--- src/rtl/lfsr_fib_gen.sv ---
// Fibonacci LFSR pseudo-random bit generator with valid/ready output.
// Feedback is the XOR of the state bits selected by TAPS. The state shifts
// right by one on each accepted bit. Seeds can be loaded at any time, and a
// zero seed is replaced by RESET_SEED so the register never locks up.
// Optional feature macro: LFSR_PERIOD_CNT_EN adds period_cnt / period_done.
module lfsr_fib_gen #(
    parameter int unsigned      WIDTH      = 8,
    parameter logic [WIDTH-1:0] TAPS       = 8'h1D,
    parameter logic [WIDTH-1:0] RESET_SEED = {{(WIDTH-1){1'b0}}, 1'b1}
) (
    input  logic             clk,
    input  logic             rst_n,
    input  logic             en,
    input  logic             seed_load,
    input  logic [WIDTH-1:0] seed,
    output logic             out_valid,
    input  logic             out_ready,
    output logic             out_bit,
    output logic [WIDTH-1:0] state,
    output logic             seed_err
`ifdef LFSR_PERIOD_CNT_EN
    ,
    output logic [WIDTH-1:0] period_cnt,
    output logic             period_done
`endif
);

    logic [WIDTH-1:0] state_q, state_d;
    logic             valid_q, valid_d;
    logic             err_q, err_d;

    logic             fire;
    logic             fb;
    logic [WIDTH-1:0] shift_val;
    logic             seed_zero;
    logic [WIDTH-1:0] load_val;

    // Feedback bit and the right-shifted successor of the current state
    always_comb begin
        fb        = ^(state_q & TAPS);
        shift_val = {fb, state_q[WIDTH-1:1]};
    end

    // A zero seed would lock the register at zero; substitute the reset seed
    always_comb begin
        seed_zero = (seed == '0);
        load_val  = seed_zero ? RESET_SEED : seed;
    end

    assign fire = valid_q & out_ready;

    // Next-state selection: load wins over shift, stall holds the state
    always_comb begin
        state_d = state_q;
        err_d   = err_q;
        valid_d = en & ~seed_load;
        if (seed_load) begin
            state_d = load_val;
            err_d   = seed_zero;
        end else if (fire) begin
            state_d = shift_val;
        end
    end

    // State, valid and sticky seed error registers with synchronous reset
    always_ff @(posedge clk) begin
        if (!rst_n) begin
            state_q <= RESET_SEED;
            valid_q <= 1'b0;
            err_q   <= 1'b0;
        end else begin
            state_q <= state_d;
            valid_q <= valid_d;
            err_q   <= err_d;
        end
    end

`ifdef LFSR_PERIOD_CNT_EN
    logic [WIDTH-1:0] start_q, start_d;
    logic [WIDTH-1:0] cnt_q, cnt_d;
    logic             done_q, done_d;
    logic             wrap;

    // A shift that lands back on the start value closes one full period
    always_comb begin
        wrap    = fire & ~seed_load & (shift_val == start_q);
        start_d = start_q;
        cnt_d   = cnt_q;
        done_d  = 1'b0;
        if (seed_load) begin
            start_d = load_val;
            cnt_d   = '0;
        end else if (fire) begin
            if (wrap) begin
                cnt_d  = '0;
                done_d = 1'b1;
            end else begin
                cnt_d = cnt_q + 1'b1;
            end
        end
    end

    // Period tracking registers; start value restarts from the reset seed
    always_ff @(posedge clk) begin
        if (!rst_n) begin
            start_q <= RESET_SEED;
            cnt_q   <= '0;
            done_q  <= 1'b0;
        end else begin
            start_q <= start_d;
            cnt_q   <= cnt_d;
            done_q  <= done_d;
        end
    end

    assign period_cnt  = cnt_q;
    assign period_done = done_q;
`endif

    assign out_valid = valid_q;
    assign out_bit   = state_q[0];
    assign state     = state_q;
    assign seed_err  = err_q;

endmodule

--- config.mk ---
export PLATFORM = sky130hd
export DESIGN_NAME = lfsr_fib_gen
export DESIGN_NICKNAME = d
export VERILOG_FILES = /design/src/rtl/lfsr_fib_gen.sv
export SDC_FILE = /design/constraint.sdc
export NUM_CORES = 1
export LEC_CHECK = 0
export ABC_AREA = 1
export BUFFER_PORTS_ARGS = -buffer_cell sky130_fd_sc_hd__buf_4
export CAP_MARGIN = 20
export CORE_MARGIN = 4
export CORE_UTILIZATION = 39
export CTS_CLUSTER_DIAMETER = 80
export CTS_CLUSTER_SIZE = 40
export DETAILED_ROUTE_END_ITERATION = 8
export PLACE_DENSITY = 0.71
export REMOVE_ABC_BUFFERS = 1
export SYNTH_ARGS = -nofsm -noshare
export SYNTH_HDL_FRONTEND = slang
export SYNTH_SLANG_ARGS = --single-unit
--- constraint.sdc ---
create_clock -name clk -period 0.8 [get_ports clk]
set_input_delay 0.08 -clock clk [delete_from_list [all_inputs] [get_ports clk]]
set_output_delay 0.08 -clock clk [all_outputs]
set_load 0.03 [all_outputs]
==> impl_metrics.yaml, run 1 <==
synth:
  syn-cell-area_sq_um: 539
  synth-seq-cells: 10
  synth_xor_area_share_pct: 0
  synthTopCellsByArea: "dfxtp_1, nand2_1, inv_1"
  yosysTopAreaCell: "dfxtp_1"
  synthMuxAreaShare_pct: 0
  synth-compound-area-share_pct: 17.6
  synthDistinctLibCells: 15
  yosysTopAreaCellShare_pct: 37.1
  synth_area_per_cell_sq_um: 6.13
  seq_area_frac_synth_pct: 37.1
  synthCells: 88
  synthSimpleGateAreaFrac_pct: 29.9
  synth_top_family_by_area: "simple AND/OR/NAND/NOR gates"
  synth_fa_ha_area_share_pct: 0
  yosys_warnings: 0
power_and_ir_drop:
  seq_power_share_pct: 39.5
  p_sw_w: 0.000486
  power_switching_share_pct: 33.8
  p_per_area_nw_per_um2: 1380
  ir_worst_vdd_uv: 994
  power.internal_w: 0.000952
  leakagePower_nw: 0.525
  share_comb_of_total_power_pct: 35.8
  clock_power_share_pct: 24.8
routing:
  finalWirelength_mm: 2.12
  dr.pass1.iters: 6
  drt-wirelength-per-cell_um: 14.7
  detail-route-antenna-nets: 0
  dr_total_vias: 717
  dr.first_iter.drc_count: 16
  viasPerCell: 4.98
  remaining_drc_errors: 0
timing:
  skew_ns: 0.00351
  setup_ws_ns: -0.159
  worstMarginPinSlew_ns: 0.296
  whs_ns: 0.0289
  fmax_ghz: 1.04
  min_period_ns: 0.959
  rsz0062_at_grt: "true"
  final_max_slew_viol_count: 0
  final-hold-violation-count: 0
  finalCritPeriodShare_pct: 120
  slew_headroom_pct: 80.2
  finalSetupViolations: 18
critical_path:
  max_stage_delay_ns: 0.36
  reg2reg_slack_ns: -0.16
  cp_max_fo: 6
  cp_num_buf_inv: 1
  critPathKind: "register to register"
  worstPathCellList: "nand2_4, nand2_4, inv_6, nand2_4, a31oi_4"
  crit-reg2reg-launch: "out_valid"
  required_ns: 0.98
  crit_top_cell: "nand2_4"
  path_delay_family: "flip-flops"
  reg2reg_depth: 5
  critPathCaptureType: "register"
  crit_arrival_ns: 1.14
  r2r-end: "state[6]"
  crit_slowest_cell: "dfxtp_4"
  start_kind: "register"
placed_design:
  placement.io_buffers: 23
  routabilityCongestion: 0.846
  place_hpwl_mm: 1.14
  place_area_sq_um: 810
floorplan:
  start_util_pct: 41.4
  fp.dieArea_sq_um: 2040
  io_pins: 24
  rows: 13
  die_h_um: 45.2
  core-area_sq_um: 1300
  die_w_um: 45.2
finish:
  final_cell_area_sq_um: 1040
  drive_gt1_share_pct: 54.3
  nNetsFinal: 144
  finish.utilization_pct: 79.9
  syn2layout_area_growth_pct: 92.8
  n_antenna_cell: 0
global_route:
  antenna_found_initial: 0
  grt_pass1_wl_mm: 2.81
  grt_pass1_vias: 704
  grt_max_degree: 9
  grt-ovfl-total: 0
  grt_usage_pct: 18.8
clock_network:
  clk_latency_ns: 0.26
  ctsHoldBuffers: 0
  path_clk_slew_ns: 0.07
  cts_tree: "done"
  cts.sinks: 10
  cts_made_buffers: 3
  h-tree-depth: 1
  root_buffer: "clkbuf_4"
  cts_buffer_depth: 2
hold_path:
  min_from: "en"
  hold_depth: 3
  hold_end: "out_valid"
  min_path_type: "input pin to register"
run:
  max_cap_viol_count: 0
outcome:
  violations: "setup timing"
  status: "complete, but fails checks"
[how the worst max path moves through the flow]
stage | start | end | slack [ns] | cells after the start
4_1_cts | state[2] | state[2] | -0.13 | 2
3_3_place_gp | out_valid | state[2] | -0.11 | 5
5_1_grt | out_valid | state[6] | -0.20 | 5
2_1_floorplan | state[0] | state[7] | -0.41 | 6
3_5_place_dp | out_valid | state[7] | -0.16 | 5
6_report | out_valid | state[6] | -0.16 | 5
[tightest hold or removal path, stage by stage]
cell	delay, ns
buf_4	0.08
nand2_1	0.04
nor2_1	0.06
[logic make-up after synthesis]
kind of cell	after synthesis
simple gates	41
buf+inv	19
compound gates	18
flops	10
[sequential cells by signal, indices dropped and copies added (netlist names)]
name	count
state	8
out_valid	1
seed_err	1
[cell usage in the layout, fill, tap and decap left out]
| cell | netlist | routed |
|---|---|---|
| o21ai_0 | 3 | 2 |
| nor2_4 | 0 | 1 |
| a31oi_4 | 0 | 1 |
| o21ai_2 | 0 | 2 |
| a21oi_1 | 9 | 6 |
| inv_6 | 0 | 1 |
| o21ai_1 | 3 | 2 |
| nand3_1 | 2 | 1 |
| dfxtp_2 | 0 | 6 |
| inv_2 | 2 | 1 |
| buf_6 | 1 | 19 |
| nor2_1 | 10 | 8 |
| nor2_2 | 0 | 1 |
| a22oi_2 | 0 | 1 |
| clkbuf_4 | 0 | 3 |
| inv_1 | 15 | 15 |
| nand2_1 | 27 | 23 |
| nand2_2 | 1 | 2 |
| nand3_2 | 0 | 1 |
| nand2_4 | 0 | 3 |
| a21oi_2 | 0 | 3 |
| a31oi_1 | 2 | 1 |
| and2_1 | 1 | 1 |
| dfxtp_4 | 0 | 4 |
| buf_4 | 1 | 21 |
[per-layer routing]
layer	share of wire (%)	GRT usage, %
met5	0	0
met3	7.0	4.78
met1	36	19.4
met4	3.4	12.3
met2	54	33.1
[synthesized netlist by cell type]
cell type	count
o21ai_1	3
buf_4	1
inv_1	15
and2_1	1
nand2_2	1
nor2_1	10
a31oi_1	2
dfxtp_1	10
a21oi_1	9
nand3_1	2
o21ai_0	3
buf_6	1
nand2_1	27
a22oi_1	1
inv_2	2
[power groups by stage]
| stage | Sequential, W | Clock (W) | Combinational, W |
|---|---|---|---|
| 3_3_place_gp | 0.000569 | 0 | 0.000378 |
| 3_5_place_dp | 0.000569 | 0 | 0.000383 |
| 6_report | 0.000567 | 0.000356 | 0.000514 |
| 5_1_grt | 0.000572 | 0.000375 | 0.000548 |
| 2_1_floorplan | 0.000639 | 0 | 0.000112 |
| 4_1_cts | 0.000568 | 0.000339 | 0.000445 |
[area by class of cell]
| type | instances | area, sq um |
|---|---|---|
| fill | 77 | 262 |
| multi-input combinational | 59 | 335 |
| tap | 15 | 18.8 |
| clock buffer | 3 | 22.5 |
| timing repair buffer | 40 | 372 |
| sequential | 10 | 223 |
| inverter | 17 | 68.8 |
[metrics by stage]
| stage | setup TNS [ns] | instances | total power [W] | setup slack [ns] |
|---|---|---|---|---|
| finish | -1.79 | 144 | 0.00144 | -0.159 |
| CTS | -1.40 | 143 | 0.00135 | -0.125 |
| global placement | -0.682 | 137 | 0.000948 | -0.109 |
| floorplan | -2.43 | 86 | 0.000751 | -0.414 |
| detailed placement | -0.904 | 137 | 0.000952 | -0.158 |
| global route | -2.43 | 144 | 0.00150 | -0.202 |
[timing repair]
action,4_1_cts,5_1_grt
pin swaps,7,10
setup buffers,3,1
setup endpoints to repair,19,19
resized for setup,34,21
Power figures use the tool's default switching activity.
==> run 2: changes to the inputs <==
--- a/config.mk
+++ b/config.mk
@@ -10,6 +10,7 @@
 export CAP_MARGIN = 20
 export CORE_MARGIN = 4
 export CORE_UTILIZATION = 39
+export CTS_BUF_LIST = sky130_fd_sc_hd__clkbuf_16
 export CTS_CLUSTER_DIAMETER = 80
 export CTS_CLUSTER_SIZE = 40
 export DETAILED_ROUTE_END_ITERATION = 8
==> constraint.sdc (replaced) <==
create_clock -name clk -period 0.8 [get_ports clk]
set_input_delay 0.12 -clock clk [delete_from_list [all_inputs] [get_ports clk]]
set_output_delay 0.12 -clock clk [all_outputs]
set_load 0.03 [all_outputs]
==> run 2 against run 1 <==
The flow still finishes with violations (setup timing). Largest cell class unchanged. Flip-flop and latch count is the same. Clock-buffer cell count is the same. Non-clock buffer count shrank 1. Final area shrank 0.36%. Wire length shrank 16%. Sequential power grew 0.9%. Critical path depth shrank 3. Clock skew grew 0.00059 ns. Utilization shrank 0.29 points.
==> impl_metrics.yaml, run 2 (synthesized netlist as in run 1, its figures left out) <==
finish:
  n_antenna_cell: 0
  final_cell_area_sq_um: 1040
  fin_cells: 144
  mostFrequentLayoutCells: "nand2_1, buf_4, buf_6, inv_1, a21oi_1"
  syn2layout_area_growth_pct: 92.1
  largest_register_ffs: 8
  final_common_cell: "nand2_1"
  drive_gt1_share_pct: 50.4
  nNetsFinal: 143
timing:
  min_period_ns: 0.958
  finalSetupViolations: 19
  rsz0062_at_grt: "true"
  slew_headroom_pct: 83.3
  fmax_ghz: 1.04
  finalCritPeriodShare_pct: 120
  skew_ns: 0.00411
  final_max_slew_viol_count: 0
  worstMarginPinSlew_ns: 0.250
  final-hold-violation-count: 0
  setup_ws_ns: -0.158
placed_design:
  placement.io_buffers: 23
  pre_cts_slack_ns: -0.160
  place_hpwl_mm: 1.18
  routabilityCongestion: 0.810
  place_inst: 137
  place_area_sq_um: 810
outcome:
  violations: "setup timing"
  status: "complete, but fails checks"
global_route:
  grt_usage_pct: 19.6
  grt_pass1_vias: 640
  grt_max_degree: 9
  grt-ovfl-total: 0
  grt_pass1_wl_mm: 2.76
  antenna_found_initial: 0
floorplan:
  die_w_um: 45.2
  die_h_um: 45.2
  start_util_pct: 41.4
  rows: 13
  fp.dieArea_sq_um: 2040
  core-area_sq_um: 1300
  io_pins: 24
clock_network:
  cts_made_buffers: 3
  root_buffer: "clkbuf_16"
  clk_latency_ns: 0.24
  cts_buffer_depth: 2
  cts.sinks: 10
  path_clk_slew_ns: 0.04
  h-tree-depth: 1
  cts_tree: "done"
routing:
  detail-route-antenna-nets: 0
  drt-wirelength-per-cell_um: 12.4
  dr_total_vias: 686
  viasPerCell: 4.76
  dr.first_iter.drc_count: 24
  remaining_drc_errors: 0
  finalWirelength_mm: 1.78
  dr.pass1.iters: 4
run:
  max_cap_viol_count: 0
critical_path:
  cp_max_fo: 4
  reg2reg_depth: 7
  crit_end: "state[0]"
  critPathCaptureType: "primary output"
  critPathKind: "register to primary output"
  crit-reg2reg-launch: "state[2]"
  reg2reg_slack_ns: -0.13
  cp-startpoint: "state[0]"
  r2r-end: "state[7]"
  required_ns: 0.68
  start_kind: "register"
  crit_arrival_ns: 0.84
power_and_ir_drop:
  p_per_area_nw_per_um2: 1880
  ir_worst_vdd_uv: 1320
  leakagePower_nw: 0.532
hold_path:
  min_path_type: "input pin to register"
[run 2: changes by cell type in the layout (fill, tap and decap cells not counted), moves of 3 or more]
cell / previous run / this run
buf_6: 19 / 15
clkbuf_16: 0 / 3
clkbuf_4: 3 / 0
buf_4: 21 / 24
[run 2: critical path, cell delays in order (launching register included)]
cell and delay [ns]:
dfxtp_4 0.36, buf_6 0.12, buf_6 0.13
[run 2: cell type report]
| cell class | instances | area (sq um) |
|---|---|---|
| Clock buffer | 3 | 75.1 |
| Clock inverter | 1 | 3.75 |
| Fill cell | 73 | 265 |
| Inverter | 17 | 68.8 |
| Multi-Input combinational cell | 59 | 300 |
| Sequential cell | 10 | 220 |
| Tap cell | 15 | 18.8 |
| Timing Repair Buffer | 39 | 349 |
[run 2: per-stage QoR]
step / TNS [ns] / utilization, % / hold WS [ns] / total power (W)
6_report: -1.38 / 79.6 / 0.101 / 0.00195
5_1_grt: -2.00 / 79.6 / 0.104 / 0.00201
4_1_cts: -1.59 / 75.8 / 0.0990 / 0.00191
3_5_place_dp: -0.978 / 62.2 / 0.340 / 0.000953
3_3_place_gp: -0.694 / 62.2 / 0.338 / 0.000948
2_1_floorplan: -2.47 / - / 0.192 / 0.000751
[run 2: per-layer routing]
layer / GRT usage [%] / routed length (um)
met1: 21.9 / 690
met3: 4.38 / 118
met5: 0 / 0
met4: 12.3 / 38
met2: 33.1 / 933
[run 2: power breakdown]
group	leakage [nW]	switching (W)	total, W	internal [W]
logic	0.407	0.000238	0.000472	0.000234
registers	0.0865	0.0000349	0.000572	0.000537
clock network	0.0385	0.000249	0.000905	0.000656
total	0.532	0.000522	0.00195	0.00143
[run 2: worst min-delay path by stage]
stage,from,end,slack (ns),cells past startpoint
3_5_place_dp,en,out_valid,0.34,3
5_1_grt,en,out_valid,0.10,3
4_1_cts,en,out_valid,0.1,3
2_1_floorplan,seed_load,out_valid,0.19,1
6_report,en,out_valid,0.10,3
3_3_place_gp,en,out_valid,0.34,3
[run 2: timing repair]
item / 4_1_cts / 5_1_grt
buffers inserted: 3 / 0
setup endpoints to repair: 19 / 19
hold buffers: 0 / 0
gates resized for setup: 28 / 17
hold endpoints to repair: 0 / 0
pin swaps: 2 / 7
==> run 3: changes to the inputs <==
--- a/config.mk
+++ b/config.mk
@@ -6,16 +6,17 @@
 export NUM_CORES = 1
 export LEC_CHECK = 0
 export ABC_AREA = 1
-export BUFFER_PORTS_ARGS = -buffer_cell sky130_fd_sc_hd__buf_4
+export BUFFER_PORTS_ARGS = -buffer_cell sky130_fd_sc_hd__clkbuf_2
 export CAP_MARGIN = 20
 export CORE_MARGIN = 4
 export CORE_UTILIZATION = 39
-export CTS_BUF_LIST = sky130_fd_sc_hd__clkbuf_16
+export CTS_BUF_LIST = sky130_fd_sc_hd__clkbuf_4 sky130_fd_sc_hd__clkbuf_8 sky130_fd_sc_hd__clkbuf_16
 export CTS_CLUSTER_DIAMETER = 80
 export CTS_CLUSTER_SIZE = 40
 export DETAILED_ROUTE_END_ITERATION = 8
 export PLACE_DENSITY = 0.71
 export REMOVE_ABC_BUFFERS = 1
+export SKIP_CTS_REPAIR_TIMING = 1
 export SYNTH_ARGS = -nofsm -noshare
 export SYNTH_HDL_FRONTEND = slang
 export SYNTH_SLANG_ARGS = --single-unit
==> run 3 against run 2 <==
The flow still finishes with violations (setup timing). Hold slack lost 0.077 ns. Wire length rose by 4.5%. Global-route usage down 3.8 points. Register-to-register slack worse by 0.04 ns. Flip-flop and latch count did not move. Die area unchanged. First-iteration DRC count decreased by 33%. Worst setup slack got worse by 0.040 ns. Clock skew shrank 0.0010 ns. Clock power decreased by 45%. Critical path depth unchanged. Via count is 4.7% higher. Critical path type unchanged. Largest cell class unchanged. Highest routed layer unchanged.
==> impl_metrics.yaml, run 3 (synthesized netlist as in run 1, its figures left out) <==
outcome:
  status: "complete, but fails checks"
  violations: "setup timing"
finish:
  fillers: 100
  mostFrequentLayoutCells: "nand2_1, buf_6, inv_1, clkbuf_2, buf_4"
  drive_gt1_share_pct: 55.8
  syn2layout_area_growth_pct: 82.8
  fin_cells: 144
  final_common_cell: "nand2_1"
  largest_register_ffs: 8
  n_antenna_cell: 0
  finish.utilization_pct: 75.8
  nNetsFinal: 143
placed_design:
  pre_cts_slack_ns: -0.170
  placement.io_buffers: 23
  routabilityCongestion: 0.795
  place_hpwl_mm: 1.11
  place_inst: 138
routing:
  drt-wirelength-per-cell_um: 12.9
  finalWirelength_mm: 1.86
  dr.first_iter.drc_count: 16
  wl_met3_um: 104
  remaining_drc_errors: 0
  wl_met2_mm: 1.02
  viasPerCell: 4.99
  top_layer_used: "met4"
  dr.pass1.iters: 4
  dr_total_vias: 718
  wl_met1_um: 686
  detail-route-antenna-nets: 0
timing:
  setup_ws_ns: -0.198
  skew_ns: 0.00309
  min_period_ns: 0.998
  slew_headroom_pct: 85.0
  worstMarginPinSlew_ns: 0.225
  final-hold-violation-count: 0
  finalCritPeriodShare_pct: 125
  final_max_slew_viol_count: 0
  fmax_ghz: 1.00
  finalSetupViolations: 19
  rsz0062_at_grt: "true"
  whs_ns: 0.0238
critical_path:
  max_stage_delay_ns: 0.36
  reg2reg_slack_ns: -0.17
  required_ns: 0.68
  crit_end: "state[2]"
  critPathKind: "register to primary output"
  crit_arrival_ns: 0.88
  crit-reg2reg-launch: "out_valid"
  worstPathCellList: "buf_6, buf_6"
  r2r-end: "state[7]"
  cp-startpoint: "state[2]"
  path_delay_family: "flip-flops"
  cp_max_fo: 5
  critPathCaptureType: "primary output"
  cp_num_buf_inv: 2
  start_kind: "register"
  reg2reg_depth: 5
  crit_slowest_cell: "dfxtp_4"
  crit_top_cell: "buf_6"
  cp.depth: 2
global_route:
  grt-ovfl-total: 0
  grt_usage_pct: 15.7
  grt_max_degree: 8
  grt_pass1_vias: 598
  antenna_found_initial: 0
  grt_pass1_wl_mm: 2.35
clock_network:
  h-tree-depth: 1
  cts_made_buffers: 3
  clk_latency_ns: 0.28
  cts_tree: "done"
  path_clk_slew_ns: 0.08
  cts_buffer_depth: 2
  cts.sinks: 10
  root_buffer: "clkbuf_4"
floorplan:
  start_util_pct: 41.4
  die_h_um: 45.2
  rows: 13
  core-area_sq_um: 1300
  io_pins: 24
  fp.dieArea_sq_um: 2040
  die_w_um: 45.2
run:
  max_cap_viol_count: 0
power_and_ir_drop:
  leakagePower_nw: 0.506
  p_per_area_nw_per_um2: 1560
  ir_worst_vdd_uv: 1340
hold_path:
  min_path_type: "input pin to register"
-- run 3: cell types whose count changed in the layout (fill, tap and decap cells not counted), moves of 2 or more --
| cell | delta |
|---|---|
| clkbuf_4 | +3 |
| nand2_1 | -3 |
| buf_4 | -13 |
| clkbuf_2 | +12 |
| nand2_2 | +4 |
| clkbuf_16 | -3 |
| a21oi_2 | +2 |
| a21oi_1 | -2 |
-- run 3: area by class of cell --
cell class                      count  area (sq um)  area share [%]
Inverter                           17          68.8            6.98
Timing Repair Buffer               39           323            32.7
Sequential cell                    10           220            22.3
Tap cell                           15          18.8            1.90
Multi-Input combinational cell     59           319            32.4
Clock buffer                        4          36.3            3.68
-- run 3: worst min-delay path by stage --
stage              start         to  slack (ns)  cells after the start
3_5_place_dp          en  out_valid        0.33                      3
2_1_floorplan  seed_load  out_valid        0.19                      1
3_3_place_gp          en  out_valid        0.32                      3
5_1_grt               en  out_valid        0.06                      3
6_report              en  out_valid        0.02                      3
4_1_cts               en  out_valid        0.05                      3
-- run 3: worst register-to-register path: stages (launching register included) --
cell     delay (ns)
dfxtp_2        0.36
nand2_4        0.08
nor2_4         0.13
buf_6          0.12
nand3_4        0.08
a21oi_2        0.14
-- run 3: metal layers --
metal / track usage (%) / vias up
met1: 19.0 / 328
met4: 5.26 / 0
met5: 0 / -
met3: 4.78 / 8
li1: - / 356
met2: 26.3 / 26
-- run 3: stage by stage --
stage	total power (W)	instance area (sq um)	TNS, ns
floorplan	0.000751	520	-2.47
global placement	0.000913	759	-0.701
detailed placement	0.000917	759	-0.949
CTS	0.00137	796	-3.25
global route	0.00159	986	-2.73
finish	0.00154	986	-2.23
-- run 3: where the power goes --
part | switching, W | total (W) | internal [W]
Sequential | 0.0000366 | 0.000570 | 0.000533
Clock | 0.000218 | 0.000496 | 0.000277
Combinational | 0.000252 | 0.000471 | 0.000220
Total | 0.000507 | 0.00154 | 0.00103
